[src/rtl/md_hazard_ctrl.sv]
// Pipeline stall/flush controller and multiply/divide unit sequencer.
// Compares D-stage Tuse against E/M Tnew, tracks MDU occupancy, counts stall cycles.
module md_hazard_ctrl #(
    parameter int unsigned MULT_CYCLES = 5,  // legal range 1..15
    parameter int unsigned DIV_CYCLES  = 10  // legal range 1..15
) (
    input  logic        clk,
    input  logic        reset,
    input  logic [4:0]  D_rs,
    input  logic [4:0]  D_rt,
    input  logic        D_rs_use,
    input  logic        D_rt_use,
    input  logic [1:0]  D_rs_tuse,
    input  logic [1:0]  D_rt_tuse,
    input  logic        D_is_md,
    input  logic [4:0]  E_A3,
    input  logic        E_we,
    input  logic [1:0]  E_tnew,
    input  logic [4:0]  M_A3,
    input  logic        M_we,
    input  logic [1:0]  M_tnew,
    input  logic        E_md_start,
    input  logic        E_md_div,
    output logic        stall,
    output logic        PC_en,
    output logic        FD_en,
    output logic        DE_clr,
    output logic        md_busy,
    output logic        md_done,
    output logic        md_div_q,
    output logic [31:0] stall_cnt
);

    localparam logic [3:0] MULT_LOAD = 4'(MULT_CYCLES);
    localparam logic [3:0] DIV_LOAD  = 4'(DIV_CYCLES);

    typedef enum logic {
        IDLE = 1'b0,
        BUSY = 1'b1
    } md_state_e;

    md_state_e  state_q, state_d;
    logic [3:0] cnt_q, cnt_d;
    logic       div_d;
    logic       busy_d;
    logic       done_d;

    logic rs_stall_e, rs_stall_m;
    logic rt_stall_e, rt_stall_m;
    logic data_stall;
    logic md_stall;

    // A source stalls only when its producer delivers later than the consumer needs it;
    // equal timing is covered by the forwarding network.
    function automatic logic src_hazard(
        input logic [4:0] src,
        input logic       src_use,
        input logic [1:0] tuse,
        input logic [4:0] dst,
        input logic       we,
        input logic [1:0] tnew
    );
        return src_use && (src != 5'd0) && we && (dst == src) && (tuse < tnew);
    endfunction

    assign rs_stall_e = src_hazard(D_rs, D_rs_use, D_rs_tuse, E_A3, E_we, E_tnew);
    assign rs_stall_m = src_hazard(D_rs, D_rs_use, D_rs_tuse, M_A3, M_we, M_tnew);
    assign rt_stall_e = src_hazard(D_rt, D_rt_use, D_rt_tuse, E_A3, E_we, E_tnew);
    assign rt_stall_m = src_hazard(D_rt, D_rt_use, D_rt_tuse, M_A3, M_we, M_tnew);

    assign data_stall = rs_stall_e | rs_stall_m | rt_stall_e | rt_stall_m;
    assign md_stall   = D_is_md & (E_md_start | md_busy);

    assign stall  = data_stall | md_stall;
    assign PC_en  = ~stall;
    assign FD_en  = ~stall;
    assign DE_clr = stall;

    // NOTE: every signal assigned here gets a default first so no latch is inferred.
    always_comb begin
        state_d = state_q;
        cnt_d   = cnt_q;
        div_d   = md_div_q;

        if (state_q == IDLE) begin
            if (E_md_start) begin
                state_d = BUSY;
                cnt_d   = E_md_div ? DIV_LOAD : MULT_LOAD;
                div_d   = E_md_div;
            end
        end else begin
            if (cnt_q == 4'd1) begin
                // Last busy cycle may accept the next operation with no idle gap.
                if (E_md_start) begin
                    cnt_d = E_md_div ? DIV_LOAD : MULT_LOAD;
                    div_d = E_md_div;
                end else begin
                    state_d = IDLE;
                    cnt_d   = 4'd0;
                end
            end else begin
                cnt_d = cnt_q - 4'd1;
            end
        end

        busy_d = (state_d == BUSY);
        done_d = (state_d == BUSY) && (cnt_d == 4'd1);
    end

    // NOTE: sequential state uses non-blocking assignments so all flops update together.
    always_ff @(posedge clk) begin
        if (reset) begin
            state_q  <= IDLE;
            cnt_q    <= 4'd0;
            md_busy  <= 1'b0;
            md_done  <= 1'b0;
            md_div_q <= 1'b0;
        end else begin
            state_q  <= state_d;
            cnt_q    <= cnt_d;
            md_busy  <= busy_d;
            md_done  <= done_d;
            md_div_q <= div_d;
        end
    end

    always_ff @(posedge clk) begin
        if (reset) begin
            stall_cnt <= 32'd0;
        end else if (stall && (stall_cnt != 32'hFFFF_FFFF)) begin
            stall_cnt <= stall_cnt + 32'd1;
        end
    end

endmodule

[config.mk]
export PLATFORM = sky130hd
export DESIGN_NAME = md_hazard_ctrl
export DESIGN_NICKNAME = d
export VERILOG_FILES = /design/src/rtl/md_hazard_ctrl.sv
export SDC_FILE = /design/constraint.sdc
export NUM_CORES = 1
export LEC_CHECK = 0
export ABC_AREA = 1
export CORE_ASPECT_RATIO = 0.75
export CORE_MARGIN = 3
export CORE_UTILIZATION = 53
export DETAILED_ROUTE_END_ITERATION = 6
export GPL_ROUTABILITY_DRIVEN = 0
export GPL_TIMING_DRIVEN = 0
export PLACE_DENSITY = 0.92
export SKIP_CTS_REPAIR_TIMING = 1
export SLEW_MARGIN = 0
export SYNTH_ARGS = -nofsm -noshare
export SYNTH_HDL_FRONTEND = slang
export SYNTH_SLANG_ARGS = --single-unit
[constraint.sdc]
create_clock -name clk -period 2.4 [get_ports clk]
set_input_delay 0.36 -clock clk [delete_from_list [all_inputs] [get_ports clk]]
set_output_delay 0.36 -clock clk [all_outputs]
set_load 0.02 [all_outputs]
==> results of run 1 <==
## power groups by stage
stage / registers, W / logic, W / clock network [W]
floorplan: 0.000694 / 0.000177 / 0
global placement: 0.000687 / 0.000311 / 0
detailed placement: 0.000687 / 0.000324 / 0
CTS: 0.000672 / 0.000327 / 0.000567
global route: 0.000675 / 0.000387 / 0.000597
finish: 0.000673 / 0.000346 / 0.000572
## logic make-up after synthesis
logic type / Yosys count
and+or+nand+nor: 304
DFF: 39
xor gates and xnor gates: 2
buffers and inverters: 95
adders and majority gates: 7
AOI/OAI and AO/OA: 48
## per-layer routing
layer | up-vias | wire [µm]
li1 | 1716 | -
met1 | 1545 | 3832
met2 | 158 | 3855
met3 | 10 | 677
met4 | 0 | 97
met5 | - | 0
## worst max-delay path, cell delays in order
cell	delay, ps
clkdlybuf4s50_1	550
inv_1	80
nand2_1	60
nand2_1	50
nor2_1	110
nand3_1	100
nand2_1	100
nand2_2	70
nand3_4	70
buf_8	110
inv_1	40
buf_4	120
buf_6	120
## placed cells by master (no fill, tap or decap), drive strengths merged
cell type | Yosys | final
a21oi | 32 | 32
clkinv | 0 | 2
o211ai | 1 | 1
a31oi | 1 | 1
nand2 | 143 | 143
nor3 | 7 | 7
dfxtp | 39 | 39
o221ai | 3 | 3
o21ai | 7 | 7
nor4 | 1 | 1
nand3b | 2 | 2
and3 | 1 | 1
buf | 13 | 16
bufinv | 0 | 1
a21boi | 4 | 4
nor2 | 88 | 88
nand3 | 54 | 54
ha | 7 | 7
clkbuf | 0 | 6
dlymetal6s2s | 0 | 12
nand4 | 8 | 8
inv | 82 | 82
xor2 | 2 | 2
clkdlybuf4s50 | 0 | 61
## worst paths after layout
| check | cells after the start | startpoint | endpoint | slack (ps) |
|---|---|---|---|---|
| setup / recovery | 13 | D_rs[0] | PC_en | 80 |
| hold / removal | 2 | md_div_q | md_div_q | 490 |
| setup reg to reg | 11 | stall_cnt[1] | stall_cnt[17] | 480 |
| hold reg to reg | 2 | md_div_q | md_div_q | 490 |
## flip-flops by register name, indices dropped and copies added, names as in the netlist
| name | count |
|---|---|
| md_div_q | 1 |
| md_done | 1 |
| state_q | 1 |
| cnt_q | 4 |
| stall_cnt | 32 |
## through the flow
| step | setup WS [ps] | setup TNS, ps |
|---|---|---|
| after floorplan | 286.7 | 0 |
| after global placement | -702.6 | -2573 |
| after detailed placement | -783.1 | -2871 |
| after CTS | -792.4 | -2896 |
| after global routing | -79.78 | -135.9 |
| final | 83.87 | 0 |
## final cells by class
| type | instances | area, µm² |
|---|---|---|
| Fill cell | 397 | 1127 |
| Multi-Input combinational cell | 361 | 1753 |
| Inverter | 82 | 307.8 |
| Tap cell | 72 | 90.09 |
| Sequential cell | 39 | 780.7 |
| Clock inverter | 3 | 43.79 |
| Buffer | 13 | 101.3 |
| Clock buffer | 5 | 68.82 |
| Timing Repair Buffer | 77 | 792.0 |
==> impl_results.md, run 1 <==
- Run status: finished clean
- CP Max Fanout: 5
- Area share of and/or/nand/nor cells after synthesis: 0.4627
- Ys async rst share: 0
- Largest net degree at the start of global routing: 14
- Layout area overhead: 36.47%
- Hpwl dp: 6396 µm
- Routed vias: 3429
- Finished layout cell area: 0.003938 mm²
- # rows: 22
- Synth top cells by count: nand2_1 (139), nor2_1 (82), inv_1 (77)
- Top-count cell post-synth: nand2_1
- Period Utilization, post-route: 0.9651
- Sw Ratio: 0.2906
- TritonRoute pass-1 iters: 5
- DRT Wirelength: 8462 µm
- Synth Instances: 495
- I/O pins: 76
- First-pass GRT wire length: 13770 µm
- Pins Over Slew Limit: 0
- CTS max path bufs: 2
- Area after DPL: 0.003726 mm²
- Final Util: 0.7774
- Core Region: 0.005065 mm²
- Clock share of power: 0.360
- Met1 Usage GRT: 0.3559
- Final min period: 2316 ps
- Post-synthesis mux area share: 0
- Comb pwr share: 0.218
- Buffers on Ports: 75
- GRT Util Overall: 0.2599
- Met3 usage: 0.04952
- Post-Syn Area per Cell: 5.829 µm²
- Non-Filler Instances: 652
- Main combinational cell family by area after synthesis: simple AND/OR/NAND/NOR gates
- Slew at the pin with the worst max-slew slack: 416.0 ps
- Reg power frac: 0.423
- Max IR drop VDD: 179.3 µV
- Crit path launch type: primary input
- WL/cell: 12.98 µm
- Initial Utilization: 0.5697
- Leak: 1.955 nW
- Sw Pwr: 0.0004623 W
- Number of enable flip-flop cells after synthesis: 0
- Synth Area in Compound Gates: 0.09193
- Internal Pwr Total: 0.001128 W
- Synth warnings: 0
- Register area share after synthesis: 0.2706
- Largest cells by area after synthesis: dfxtp_1 (27%), nand2_1 (18%), nor2_1 (11%)
- Design Power: 0.001591 W
- Required time worst endpoint: 2040 ps
- Vias per cell: 5.259
- Share of cells above drive strength 1: 0.09655
- WP data arrival: 1960 ps
- Die X: 91.20 µm
- Critical path type: primary input to output pin
- CTS tree: built
- Post-Syn Area: 0.002885 mm²
- Root buf cell: clkbuf_8
- Max-cap violations: 0
- Antenna Nets Post-Route: 0
- Clk_skew: 7.245 ps
- Count of final hold-check violations: 0
- Fmax: 431.8 MHz
- Setup violators final: 0
- Clk Latency, worst-skew pair: 300 ps
- Die Y: 69.90 µm
- Unique masters post-synth: 30
- Synth Register Bits: 39
- Critical path capture point type: output pin
- Clock tree sinks: 39
- Placed cells: 642
- Nets: 623
- Gr ovfl total: 0
- H-tree depth: 2
- Total power per unit cell area: 404.0 mW/mm²
- Post-synthesis xor/xnor area fraction: 0.006071
- Met2 Use GR: 0.4152
- Worst slew margin: 0.7201
- Synth Net Count: 539
- Worst hold-check path type: register to register
- Antenna violations before repair: 0
- Fin Hold WS: 494.4 ps
- N_diodes: 0
- Predominant post-synthesis flop cell: dfxtp_1
- Synth top area share: 0.2706
- Adder-cell share of the synthesized area: 0.03036
- Drt drc: 0
- Die area: 0.006375 mm²
- TritonCTS Buffers: 5
- Worst-path clk slew: 80 ps
- Vias in the first global route: 3067
- Initial DRC Count: 284
- Grt peak-use layer: met2
- Synth area leader: dfxtp_1
Power figures use the tool's default switching activity.
==> run 2, diff against run 1 <==
Settings changed: CORE_MARGIN 3 to 2.
==> run 2 against run 1 <==
Global-route usage rose by 0.83 points. Hold slack got worse by 33 ps. Sequential cell count did not move. Critical path depth did not move. Clock skew rose by 0.80 ps. Largest cell class unchanged. Highest routed layer unchanged. Largest power group unchanged. Fmax rose by 0.16%. Cell count rose by 0.77%. Non-clock buffer count rose by 2.
==> impl_results.md, run 2 (synthesized netlist as in run 1, its figures left out) <==
- Run status: finished clean
- Layout area overhead: 35.65%
- Vias in the first global route: 2961
- Largest net degree at the start of global routing: 13
- CP Max Fanout: 5
- Max-cap violations: 0
- WP data arrival: 1950 ps
- CTS max path bufs: 2
- TritonRoute pass-1 iters: 5
- Clk_skew: 8.047 ps
- Vias per cell: 5.244
- Setup slack after layout: 87.52 ps
- Die area: 0.006056 mm²
- # rows: 23
- I/O pins: 76
- Count of final hold-check violations: 0
- DRT Wirelength: 8164 µm
- Max FFs per register: 32
- Crit path launch type: primary input
- H-tree depth: 2
- Fmax: 432.4 MHz
- Share of cells above drive strength 1: 0.1048
- Most common cell after layout, fill and taps aside: nand2_1
- Critical path capture point type: output pin
- Setup slack after placement: -886.0 ps
- GRT Util Overall: 0.2682
- Slew at the pin with the worst max-slew slack: 381.9 ps
- Worst hold-check path type: register to register
- Final min period: 2312 ps
- CTS tree: built
- N_diodes: 0
- Root buf cell: clkbuf_8
- TritonCTS Buffers: 5
- Core Region: 0.005295 mm²
- Die Y: 67.90 µm
- WL/cell: 12.43 µm
- Top Registers: stall_cnt x32, cnt_q x4
- Antenna Nets Post-Route: 0
- Initial DRC Count: 324
- Routed vias: 3445
- Buffers on Ports: 75
- Reg with most FFs: stall_cnt
- Gr ovfl total: 0
- Critical path type: primary input to output pin
- Initial Utilization: 0.5449
- Final Util: 0.7391
- Max IR drop VDD: 283.9 µV
- Worst-path clk slew: 80 ps
- First-pass GRT wire length: 12810 µm
- Setup violators final: 0
- Clock tree sinks: 39
- Leak: 1.982 nW
- Antenna violations before repair: 0
- Hpwl dp: 6238 µm
- Placed cells: 645
- Die X: 89.20 µm
- Clk Latency, worst-skew pair: 300 ps
- Most frequent cells in the layout: nand2_1 (137), nor2_1 (80), inv_1 (72)
- Period Utilization, post-route: 0.9635
- Total power per unit cell area: 371.4 mW/mm²
- Fillers: 433
- Non-Filler Instances: 657
- Nets: 625
- Pins Over Slew Limit: 0
- Required time worst endpoint: 2040 ps
- Drt drc: 0
- Worst slew margin: 0.7430
-- run 2: per-layer routing --
layer  share of wire  track usage  routed length [µm]  vias up
met3           0.073      0.05066                 596       15
met5               0            0                   0        -
met1            0.46       0.3665                3739     1546
met4           0.012      0.06530                  98        0
met2            0.46       0.4389                3730      162
li1                -            -                   -     1722
-- run 2: worst paths after layout --
kind	from	end	cells after the start	slack, ps
min	md_div_q	md_div_q	2	460
max reg2reg	stall_cnt[0]	stall_cnt[22]	11	480
max	M_tnew[0]	PC_en	13	90
min reg2reg	md_div_q	md_div_q	2	460
-- run 2: layout make-up --
cell class	instances	area (µm²)	area share
Clock inverter	2	12.51	0.003197
Inverter	82	307.8	0.07864
Clock buffer	6	72.57	0.01854
Multi-Input combinational cell	361	1733	0.4428
Tap cell	75	93.84	0.02398
Buffer	13	101.3	0.02590
Timing Repair Buffer	79	812.0	0.2075
Sequential cell	39	780.7	0.1995
-- run 2: stage by stage --
step	area (µm²)	TNS, ps	hold WS, ps	power (W)
4_1_cts	3815	-3163	465.7	0.001434
2_1_floorplan	2885	0	429.1	0.0008706
3_3_place_gp	3730	-2766	450.5	0.001001
6_report	3914	0	461.2	0.001454
5_1_grt	3914	-0.2081	501.1	0.001519
3_5_place_dp	3730	-3623	453.2	0.001013
-- run 2: critical path, stage by stage --
cell,delay (ps)
clkdlybuf4s50_1,500
nand2_1,60
nand2_1,70
nand3_1,70
nor2_1,140
nand2_1,80
nand2_1,80
nand2_2,70
nand3_4,100
buf_8,120
inv_1,50
buf_4,130
buf_6,120
-- run 2: where the power goes --
| part | internal, W | total, W | switching (W) |
|---|---|---|---|
| registers | 0.000661 | 0.000672 | 0.0000111 |
| logic | 0.000157 | 0.000346 | 0.000189 |
| clock network | 0.000203 | 0.000435 | 0.000232 |
